--- config.mk ---
export PLATFORM = sky130hd
export DESIGN_NAME = mips_ctrl_fsm
export DESIGN_NICKNAME = d
export VERILOG_FILES = /design/src/rtl/mips_ctrl_pkg.sv /design/src/rtl/mips_inst_classify.sv /design/src/rtl/mips_ctrl_fsm.sv
export SDC_FILE = /design/constraint.sdc
export NUM_CORES = 1
export LEC_CHECK = 0
export ABC_AREA = 1
export CORE_MARGIN = 3
export CORE_UTILIZATION = 50
export DETAILED_ROUTE_END_ITERATION = 7
export DONT_BUFFER_PORTS = 1
export HOLD_SLACK_MARGIN = 0.03
export MAX_ROUTING_LAYER = met4
export PLACE_DENSITY = 0.69
export SKIP_CTS_REPAIR_TIMING = 1
export SYNTH_ARGS = -nofsm -noshare
export SYNTH_HDL_FRONTEND = slang
export SYNTH_SLANG_ARGS = --single-unit
export TNS_END_PERCENT = 100
--- constraint.sdc ---
create_clock -name clk -period 3.25 [get_ports clk]
set_input_delay 0.325 -clock clk [delete_from_list [all_inputs] [get_ports clk]]
set_output_delay 0.325 -clock clk [all_outputs]
set_load 0.02 [all_outputs]
--- src/rtl/mips_ctrl_pkg.sv ---
// Shared types and encodings for the multi-cycle MIPS control unit.
package mips_ctrl_pkg;

  typedef enum logic [2:0] {
    S_IDLE   = 3'd0,
    S_FETCH  = 3'd1,
    S_DECODE = 3'd2,
    S_EXEC   = 3'd3,
    S_MEM    = 3'd4,
    S_WB     = 3'd5,
    S_HALT   = 3'd6
  } state_e;

  typedef enum logic [3:0] {
    CLS_RALU  = 4'd0,
    CLS_IALU  = 4'd1,
    CLS_LOAD  = 4'd2,
    CLS_STORE = 4'd3,
    CLS_BR    = 4'd4,
    CLS_J     = 4'd5,
    CLS_JAL   = 4'd6,
    CLS_JR    = 4'd7,
    CLS_JALR  = 4'd8,
    CLS_ILL   = 4'd9
  } cls_e;

  localparam logic [5:0] OP_SPECIAL = 6'd0;
  localparam logic [5:0] OP_REGIMM  = 6'd1;
  localparam logic [5:0] OP_J       = 6'd2;
  localparam logic [5:0] OP_JAL     = 6'd3;
  localparam logic [5:0] FUNCT_JR   = 6'd8;
  localparam logic [5:0] FUNCT_JALR = 6'd9;

  localparam logic [1:0] PC_SRC_PC4    = 2'd0;
  localparam logic [1:0] PC_SRC_BRANCH = 2'd1;
  localparam logic [1:0] PC_SRC_JUMP   = 2'd2;
  localparam logic [1:0] PC_SRC_REG    = 2'd3;

  localparam logic [1:0] REG_DEST_RT = 2'd0;
  localparam logic [1:0] REG_DEST_RD = 2'd1;
  localparam logic [1:0] REG_DEST_RA = 2'd2;

  localparam logic [1:0] M2R_ALU  = 2'd0;
  localparam logic [1:0] M2R_MEM  = 2'd1;
  localparam logic [1:0] M2R_LINK = 2'd2;

endpackage

--- src/rtl/mips_inst_classify.sv ---
// Combinational instruction classifier: opcode/funct to instruction class.
module mips_inst_classify
  import mips_ctrl_pkg::*;
(
  input  logic [31:0] instr,
  output cls_e        cls
);

  logic [5:0] opcode;
  logic [5:0] funct;
  // Only opcode and funct select the class; the remaining fields are datapath-only.
  logic       unused_instr_bits;

  assign opcode            = instr[31:26];
  assign funct             = instr[5:0];
  assign unused_instr_bits = ^instr[25:6];

  // Priority decode of opcode groups; anything unmatched is illegal.
  always_comb begin
    cls = CLS_ILL;
    if (opcode == OP_SPECIAL) begin
      if (funct == FUNCT_JR)
        cls = CLS_JR;
      else if (funct == FUNCT_JALR)
        cls = CLS_JALR;
      else
        cls = CLS_RALU;
    end else if (opcode == OP_REGIMM || opcode[5:2] == 4'b0001) begin
      cls = CLS_BR;
    end else if (opcode == OP_J) begin
      cls = CLS_J;
    end else if (opcode == OP_JAL) begin
      cls = CLS_JAL;
    end else if (opcode[5:3] == 3'b001) begin
      cls = CLS_IALU;
    end else if (opcode[5:3] == 3'b100) begin
      cls = CLS_LOAD;
    end else if (opcode[5:3] == 3'b101) begin
      cls = CLS_STORE;
    end
  end

endmodule

--- src/rtl/mips_ctrl_fsm.sv ---
// Multi-cycle MIPS control unit: fetch/decode/execute/memory/writeback sequencing
// with memory wait handshake and stuck-memory timeout.
//
// state  | meaning
// IDLE   | one cycle after reset, all outputs low
// FETCH  | instruction read; IR/PC written on the cycle wait drops
// DECODE | class registered; illegal instructions retire here
// EXEC   | ALU operand select, branches and jumps (jumps/branches retire here)
// MEM    | load/store strobe held across waitrequest
// WB     | register-file write for ALU ops and loads
// HALT   | memory timed out; parked until reset
module mips_ctrl_fsm
  import mips_ctrl_pkg::*;
#(
  parameter int WAIT_TIMEOUT = 1024,
  parameter bit EN_LINK      = 1'b1
) (
  input  logic        clk,
  input  logic        reset,
  input  logic [31:0] instr,
  input  logic        mem_waitrequest,
  output logic        mem_read,
  output logic        mem_write,
  output logic        ir_write,
  output logic        pc_write,
  output logic [1:0]  pc_src,
  output logic        alu_src,
  output logic        branch,
  output logic        reg_write,
  output logic [1:0]  reg_dest,
  output logic [1:0]  mem_to_reg,
  output logic        instr_done,
  output logic        illegal,
  output logic        timeout_err
);

  localparam int CNT_W = (WAIT_TIMEOUT > 0) ? $clog2(WAIT_TIMEOUT + 1) : 1;
  // Count value at the start of the last allowed waiting cycle.
  localparam logic [CNT_W-1:0] CNT_LAST = CNT_W'((WAIT_TIMEOUT > 0) ? WAIT_TIMEOUT - 1 : 0);
  localparam logic [CNT_W-1:0] CNT_ONE  = CNT_W'(1);

  state_e           state;
  state_e           state_nxt;
  cls_e             cls_q;
  cls_e             instr_cls;
  logic [CNT_W-1:0] wait_cnt;
  logic             err_q;
  logic             in_wait_state;
  logic             timeout_hit;

  mips_inst_classify u_classify (
    .instr (instr),
    .cls   (instr_cls)
  );

  assign in_wait_state = (state == S_FETCH) || (state == S_MEM);
  assign timeout_hit   = (WAIT_TIMEOUT > 0) && in_wait_state && mem_waitrequest &&
                         (wait_cnt == CNT_LAST);
  assign timeout_err   = err_q;

  // Next-state selection.
  always_comb begin
    state_nxt = state;
    case (state)
      S_IDLE:   state_nxt = S_FETCH;
      S_FETCH: begin
        if (timeout_hit)
          state_nxt = S_HALT;
        else if (!mem_waitrequest)
          state_nxt = S_DECODE;
      end
      S_DECODE: state_nxt = (instr_cls == CLS_ILL) ? S_FETCH : S_EXEC;
      S_EXEC: begin
        case (cls_q)
          CLS_RALU, CLS_IALU:  state_nxt = S_WB;
          CLS_LOAD, CLS_STORE: state_nxt = S_MEM;
          default:             state_nxt = S_FETCH;
        endcase
      end
      S_MEM: begin
        if (timeout_hit)
          state_nxt = S_HALT;
        else if (!mem_waitrequest)
          state_nxt = (cls_q == CLS_LOAD) ? S_WB : S_FETCH;
      end
      S_WB:     state_nxt = S_FETCH;
      S_HALT:   state_nxt = S_HALT;
      default:  state_nxt = S_IDLE;
    endcase
  end

  // State, class, wait counter and sticky timeout flag.
  always_ff @(posedge clk or negedge reset) begin
    if (!reset) begin
      state    <= S_IDLE;
      cls_q    <= CLS_RALU;
      wait_cnt <= '0;
      err_q    <= 1'b0;
    end else begin
      state <= state_nxt;
      if (state == S_DECODE)
        cls_q <= instr_cls;
      if (state_nxt != state || !mem_waitrequest || !in_wait_state)
        wait_cnt <= '0;
      else if (wait_cnt != '1)
        wait_cnt <= wait_cnt + CNT_ONE;
      if (timeout_hit)
        err_q <= 1'b1;
    end
  end

  // Output decode from registered state/class; waitrequest only gates handshake edges.
  always_comb begin
    mem_read   = 1'b0;
    mem_write  = 1'b0;
    ir_write   = 1'b0;
    pc_write   = 1'b0;
    pc_src     = PC_SRC_PC4;
    alu_src    = 1'b0;
    branch     = 1'b0;
    reg_write  = 1'b0;
    reg_dest   = REG_DEST_RT;
    mem_to_reg = M2R_ALU;
    instr_done = 1'b0;
    illegal    = 1'b0;
    case (state)
      S_FETCH: begin
        mem_read = 1'b1;
        ir_write = !mem_waitrequest;
        pc_write = !mem_waitrequest;
      end
      S_DECODE: begin
        illegal    = (instr_cls == CLS_ILL);
        instr_done = (instr_cls == CLS_ILL);
      end
      S_EXEC: begin
        case (cls_q)
          CLS_IALU, CLS_LOAD, CLS_STORE: alu_src = 1'b1;
          CLS_BR: begin
            branch     = 1'b1;
            pc_src     = PC_SRC_BRANCH;
            instr_done = 1'b1;
          end
          CLS_J, CLS_JAL: begin
            pc_write   = 1'b1;
            pc_src     = PC_SRC_JUMP;
            instr_done = 1'b1;
          end
          CLS_JR, CLS_JALR: begin
            pc_write   = 1'b1;
            pc_src     = PC_SRC_REG;
            instr_done = 1'b1;
          end
          default: ;
        endcase
        if (EN_LINK && (cls_q == CLS_JAL || cls_q == CLS_JALR)) begin
          reg_write  = 1'b1;
          mem_to_reg = M2R_LINK;
          reg_dest   = (cls_q == CLS_JAL) ? REG_DEST_RA : REG_DEST_RD;
        end
      end
      S_MEM: begin
        mem_read   = (cls_q == CLS_LOAD);
        mem_write  = (cls_q == CLS_STORE);
        instr_done = (cls_q == CLS_STORE) && !mem_waitrequest;
      end
      S_WB: begin
        reg_write  = 1'b1;
        instr_done = 1'b1;
        if (cls_q == CLS_LOAD) begin
          mem_to_reg = M2R_MEM;
          reg_dest   = REG_DEST_RT;
        end else if (cls_q == CLS_RALU) begin
          reg_dest = REG_DEST_RD;
        end
      end
      default: ;
    endcase
  end

endmodule

After elaboration in Yosys (flattened, before gate mapping) --
Index checks and enable logic that the tools add are counted.
Operators by class: multiplexer cells 43, equal/unequal tests 27, $add $sub $neg 1, reduce and logical (&&, ||, !) cells 22
Operators with widths (number):
- 4-bit 2-to-1 mux | 9
- 11-bit 2-to-1 mux | 2
- 3-bit case mux with 6 select lines | 1
- 4-bit by 3-bit equality test with 1-bit output, second input constant | 4
- 3-bit equality test, second input constant | 5
- 3-bit 2-to-1 mux | 5
- 1-bit 2-to-1 mux | 13
- 6-bit by 2-bit equality test with 1-bit output, second input constant | 2
- 6-bit by 4-bit equality test with 1-bit output, second input constant | 2
- 11-bit by 1-bit adder with 11-bit output, second input constant | 1
- 11-bit by 10-bit equality test with 1-bit output, second input constant | 1
- 11-bit inequality test, second input constant | 1
- 2-bit 2-to-1 mux | 5
- 2-bit OR reduction | 5
- 4-bit by 1-bit equality test with 1-bit output, second input constant | 2
- 4-bit by 2-bit equality test with 1-bit output, second input constant | 2
- 4-bit equality test, second input constant | 2
- 2-bit case mux with 2 select lines | 2
- 3-bit by 1-bit equality test with 1-bit output, second input constant | 2
- 3-bit by 2-bit equality test with 1-bit output, second input constant | 2
- 6-bit by 1-bit equality test with 1-bit output, second input constant | 1
- 6-bit logical NOT | 1
- 1-bit case mux with 2 select lines | 3
- 2-bit case mux with 3 select lines | 1
- 12 further kinds | 19
Storage, ports and cells: register bits 19, logic and storage cells 97, input bits 35, output and inout bits 16

Logic depth before layout (Yosys ltp) --
Gate-level depths: netlist of the first run.
depth after elaboration 15, depth in mapped cells 13, gate-level depth less buffers 12

By module --
Synthesis of the first run repeated with hierarchy kept, for this count alone.
Second synthesis, totals: cells, all modules 211, area, all modules 1405.1 µm²
By module, submodules not included:
- mips_ctrl_fsm | sequential area each 475.5 µm², instances 1, cells each 174, area an instance 1234.9 µm²
- mips_inst_classify | sequential area each 0.0 µm², instances 1, cells each 37, area an instance 170.2 µm²

Least setup slack after synthesis of the first run --
No wires, ideal clock.
kind reg2out, from register state[0], to output instr_done, path slack 1345 ps, stages on the path, launching flop included 8, data arrival time 1580 ps, required time 2925 ps, buffers on the path 0, cell sequence dfrtp_1 -> inv_2 -> nand2_1 -> nor2_1 -> inv_1 -> nor2_1 -> nor2_1 -> o211ai_1
Between the ends: cells in the longest elaborated chain, start to end 2, elaborated cells between the ends (all ways) 5, those cells by class eq/ne (4); mux (1)
RTL lines:
- start: declaration | line mips_ctrl_fsm.sv:42 | state_e state;
- start signal: assignment | line mips_ctrl_fsm.sv:100 | state <= state_nxt;
- 3-bit equality test or 3-bit by 2-bit equality test with 1-bit output (tied branches) | line mips_ctrl_fsm.sv:126 | case (state)
- 1-bit case mux with 4 select lines * | line mips_ctrl_fsm.sv:126
- end: declaration | line mips_ctrl_fsm.sv:32 | output logic instr_done,
Mark *: on every way between the ends. The rest lies on a longest branch, timed or not.

Final worst setup path of the first run --
from register state[1], to output instr_done
Same word-level chain as after synthesis.

==> metrics.cfg, run 1 <==
[run_status]
outcome=finished, final reports clean

[sta]
fmax_ghz=0.3916
finalSetupViolCount=0
skew_ns=0.006282
final_max_slew_viol_count=0
tightest_slew_ns=0.8420
relSlewSlack_pct=43.68
hold_viol=0
fin_setup_tns_ns=0
timing.final.ws_setup_ns=0.6963
rsz0062_at_grt=false
post-route-min-period_ns=2.554
fin_crit_sh_pct=78.58

[worst_setup_path]
critPathLaunchType=flop
endpoint_kind=output pin
path_class=reg2out
path_max_fanout=10
worstPathRequired_ns=2.92
critical_path_arrival_ns=2.23

[clocking]
numCtsBuffers=3
clk_path_buf_depth=2
clk_pin_slew_ns=0.11
root_buffer=clkbuf_4
clk_latency_ns=0.30
h-tree-depth=1
numClockSinks=19
cts_tree=done

[placed_design]
finalWeightedCongestion=0.8327
port_buffers=0
hpwlAfterDp_mm=2.181
placed_cell_area_um2=1406
dpl_worst_slack_ns=1.037

[finish]
final_common_cell=nor2_1
fin_nets=229
seqCellArea_um2=475.5
syn_to_final_growth_pct=2.854
fillers=242
final_cell_area_um2=1443
antennaDiodeCount=0
drive_gt1_share_pct=16.67
fin_util_pct=56.19
final_cell_mix=nor2_1, nand2_1, inv_1
multi_input_area_um2=775.7

[global_routing]
antenna_found_initial=0
grt.overflow.total=0
grt_usage_pct=18.22
grt_pass1_vias=1126
grt_max_degree=20
grt_first_pass_wirelength_mm=4.754

[yosys]
ys_types=30
netlist_instances=190
synth-seq-cells=19
async_flop_share_pct=100.0
syn_nets=226
avgSynthCellArea_um2=7.382
yosysSeqAreaShare_pct=33.90
netlist_area_um2=1403
synth_edf_count=0
synth_ff_type=dfrtp_1
yosysWarnings=0

[die]
initial_core_util_pct=54.63
rows=18
die_h_um=58.97
coreArea_um2=2567
io_pins=51
die_w_um=58.97
die_area_um2=3477

[run]
cap_violations=0

[drt]
via_count=1218
drt-wirelength-per-cell_um=12.48
firstDrtPassIters=4
viasPerCell=5.486
ant_nets=0
drcViolationCount=0
routed_wl_mm=2.771
drt-initial-drc-count=57

[power_and_ir_drop]
leakage_nw=0.6388
ir_worst_vdd_uv=489.7
powerDensity_nw_per_um2=612.3

[hold_path]
hold_path_class=in2reg

-- final timing paths --
check | from | depth (start not counted) | slack (ns) | endpoint
worst max-delay path | state[1] | 6 | 0.70 | instr_done
worst min-delay path | mem_waitrequest | 2 | 0.25 | state[2]
worst max register to register | state[1] | 8 | 1.41 | wait_cnt[7]
worst min register to register | cls_q[2] | 2 | 0.58 | cls_q[2]
max in group asynchronous | reset | 1 | 2.17 | state[0]
min in group asynchronous | reset | 1 | 0.56 | wait_cnt[7]
-- worst max-delay path: stages (launching register included) --
cell,delay [ns]
dfrtp_1,0.62
nand2_1,0.12
nor2_1,0.36
inv_1,0.11
nor2_1,0.38
nor2_1,0.10
o211ai_1,0.24
-- Yosys cell counts, types with 4 or more instances --
master    n  area [um^2]
nor2_2    7        43.79
nor3_1    5        25.02
nand3_1  13        65.06
a21oi_2   4        35.03
o21ai_0  14        70.07
nand4_1   5        31.28
nand3_2   4        40.04
inv_2     4        15.01
a21oi_1   5        25.02
nand2_1  28        105.1
dfrtp_1  19        475.5
nor2_1   30        112.6
inv_1    25        93.84
-- where the power goes --
part	switching (mW)	total, mW	internal (mW)
logic	0.288	0.405	0.117
clock network	0.0746	0.122	0.0478
registers	0.0742	0.356	0.282
-- through the flow --
stage / instances / hold slack [ns] / total power [mW]
2_1_floorplan: 190 / 0.02941 / 0.7238
6_report: 222 / 0.2509 / 0.8833
3_5_place_dp: 217 / 0.02989 / 0.7576
3_3_place_gp: 217 / 0.02983 / 0.7501
4_1_cts: 221 / -0.3066 / 0.8819
5_1_grt: 222 / 0.2315 / 0.9607
-- kinds of logic after synthesis --
family          Yosys count  synth area share [%]
flops                    19                 33.90
compound gates           30                 13.11
simple gates            102                 38.18
fa+ha+maj                 1                0.8919
buf+inv                  33                 10.79
xor+xnor                  5                 3.123
-- flip-flops by register name, summed over array words and instances, names as in the netlist --
| name | count |
|---|---|
| cls_q | 4 |
| state | 3 |
| timeout_err | 1 |
| wait_cnt | 11 |
-- routing by layer --
metal | track usage (%) | routed length (um) | vias to the layer above
met2 | 27.92 | 1220 | 36
met5 | - | 0 | -
li1 | - | - | 616
met4 | 7.443 | 46 | 0
met3 | 3.947 | 161 | 6
met1 | 23.31 | 1342 | 560
-- final cells by class --
cell class | count | share of cell area [%]
multi-input cells | 138 | 53.77
flip-flops and latches | 19 | 32.96
inverters | 30 | 8.153
well taps | 30 | 2.602
clock buffers | 4 | 1.821
repair buffers | 1 | 0.6938
Note: power is estimated with default switching activity, not from simulation.
==> run 2, diff against run 1 <==
==> constraint.sdc (replaced) <==
create_clock -name clk -period 2.6 [get_ports clk]
set_input_delay 0.26 -clock clk [delete_from_list [all_inputs] [get_ports clk]]
set_output_delay 0.26 -clock clk [all_outputs]
set_load 0.02 [all_outputs]
==> run 2 against run 1 <==
Via count fell by 0.99%; core utilization grew 0.58 points; flip-flop and latch count stayed put; register-to-register slack got worse by 0.70 ns; sequential power increased by 25%; non-clock buffer count rose by 2; die area unchanged; combinational power is 27% higher; sequential share of layout area is 0.34 points lower; worst setup slack got worse by 0.51 ns; critical endpoint is now pc_write.
==> metrics.cfg, run 2 (synthesized netlist as in run 1, its figures left out) <==
[power_and_ir_drop]
powerDensity_nw_per_um2=762.0  ; was 612.3 nW/um^2
ir_worst_vdd_uv=576.2  ; was 489.7 uV
leakage_nw=0.6495  ; was 0.6388 nW
p_total_mw=1.111  ; was 0.8833 mW

[sta]
fin_setup_tns_ns=0  ; unchanged
tightest_slew_ns=0.8864  ; was 0.8420 ns
fmax_ghz=0.4137
rsz0062_at_grt=false  ; unchanged
hold_viol=0  ; unchanged
fin_crit_sh_pct=92.96
post-route-min-period_ns=2.417
finalSetupViolCount=0  ; unchanged
whs_ns=0.1747  ; was 0.2509 ns
skew_ns=0.001113  ; was 0.006282 ns
final_max_slew_viol_count=0  ; unchanged
timing.final.ws_setup_ns=0.1830  ; was 0.6963 ns
relSlewSlack_pct=40.71  ; was 43.68%

[finish]
syn_to_final_growth_pct=3.925  ; was 2.854%
final_cell_area_um2=1458  ; was 1443 um^2
final_cell_mix=nor2_1, nand2_1, inv_1  ; unchanged
largest_reg_flops=11  ; unchanged
antennaDiodeCount=0  ; unchanged
fin_nets=231  ; was 229
drive_gt1_share_pct=17.53  ; was 16.67%
top_regs=wait_cnt (11), cls_q (4), state (3)  ; unchanged
final_common_cell=nor2_1  ; unchanged
regMostFlops=wait_cnt  ; unchanged

[global_routing]
antenna_found_initial=0  ; unchanged
grt_usage_pct=18.62  ; was 18.22%
grt.overflow.total=0  ; unchanged
grt_max_degree=20  ; unchanged
grt_pass1_vias=1153  ; was 1126
grt_first_pass_wirelength_mm=4.857  ; was 4.754 mm

[drt]
wl_met1_mm=1.376  ; was 1.342 mm
drt-wirelength-per-cell_um=12.39  ; was 12.48 um
drcViolationCount=0  ; unchanged
drt-initial-drc-count=45  ; was 57
dr_wl_met3_um=118  ; was 161 um
wl_met2_mm=1.261  ; was 1.220 mm
viasPerCell=5.384  ; was 5.486
ant_nets=0  ; unchanged
via_count=1206  ; was 1218
routed_wl_mm=2.775  ; was 2.771 mm
firstDrtPassIters=4  ; unchanged
highest_layer=met4  ; unchanged

[hold_path]
hold_end=state[2]  ; unchanged
hold_start=mem_waitrequest  ; unchanged
hold_depth=2  ; unchanged
hold_path_class=in2reg  ; unchanged

[worst_setup_path]
worstPathCellList=nand3_1, nor2_1, inv_1, o21ai_1, or2_1  ; was nand2_1, nor2_1, inv_1, nor2_1, nor2_1, o211ai_1
cpMaxStageDelayCell=dfrtp_1  ; unchanged
critPathLaunchType=flop  ; unchanged
reg2reg_to=wait_cnt[10]  ; was wait_cnt[7]
worstPathRequired_ns=2.34  ; was 2.92 ns
critical_path_arrival_ns=2.16  ; was 2.23 ns
max_stage_delay_ns=0.65  ; was 0.62 ns
regToRegSetupSlack_ns=0.71  ; was 1.41 ns
path_max_fanout=10  ; unchanged
endpoint_kind=output pin  ; unchanged
r2r-start=state[1]  ; unchanged
rr_worst_depth=8  ; unchanged
path_class=reg2out  ; unchanged

[placed_design]
dpl_worst_slack_ns=0.5448  ; was 1.037 ns
port_buffers=0  ; unchanged
finalWeightedCongestion=0.8381  ; was 0.8327
hpwlAfterDp_mm=2.194  ; was 2.181 mm
placed_cell_area_um2=1421  ; was 1406 um^2

[clocking]
h-tree-depth=1  ; unchanged
root_buffer=clkbuf_4  ; unchanged
clk_latency_ns=0.29  ; was 0.30 ns
cts_tree=done  ; unchanged
clk_path_buf_depth=2  ; unchanged
clk_pin_slew_ns=0.11  ; about the same
numCtsBuffers=3  ; unchanged
numClockSinks=19  ; unchanged

[run_status]
outcome=finished, final reports clean  ; unchanged

[run]
cap_violations=0  ; unchanged

[die]
die_h_um=58.97  ; unchanged
io_pins=51  ; unchanged
rows=18  ; unchanged
die_w_um=58.97  ; unchanged
die_area_um2=3477  ; unchanged
coreArea_um2=2567  ; unchanged
initial_core_util_pct=54.63  ; unchanged

run 2: changes by cell type in the layout (fill, tap and decap cells not counted):
cell	change
buf_4	+2
run 2: critical path: cells and delay by family (launching register included):
family / cells / cell delay, ns
simple gates: 3 / 0.71
compound gates: 1 / 0.40
buf+inv: 1 / 0.10
flops: 1 / 0.65
run 2: where the power goes:
| part | internal [mW] | switching, mW |
|---|---|---|
| logic | 0.155 | 0.360 |
| registers | 0.352 | 0.0940 |
| clock network | 0.0597 | 0.0895 |
run 2: worst max path at each step:
stage | depth (start not counted) | from | slack (ns) | end
4_1_cts | 5 | state[1] | 0.20 | pc_write
6_report | 5 | state[1] | 0.18 | pc_write
2_1_floorplan | 7 | state[0] | 0.76 | instr_done
3_3_place_gp | 5 | state[1] | 0.56 | pc_write
3_5_place_dp | 5 | state[1] | 0.54 | pc_write
5_1_grt | 6 | cls_q[0] | 0.04 | pc_write
run 2: layout make-up:
cell class	instances	area, um^2
multi-input combinational	138	775.7
inverter	30	117.6
clock buffer	4	26.28
sequential	19	475.5
tap	30	37.54
timing repair buffer	3	25.02
fill	252	1110
run 2: routing by layer:
layer | vias up | GRT usage (%)
li1 | 620 | -
met1 | 552 | 23.90
met2 | 32 | 29.50
met3 | 2 | 3.070
met4 | 0 | 6.796
met5 | - | -
run 2: through the flow:
| step | utilization (%) | cells |
|---|---|---|
| floorplan | - | 190 |
| global placement | 55.36 | 219 |
| detailed placement | 55.36 | 219 |
| CTS | 56.38 | 223 |
| global route | 56.77 | 224 |
| finish | 56.77 | 224 |
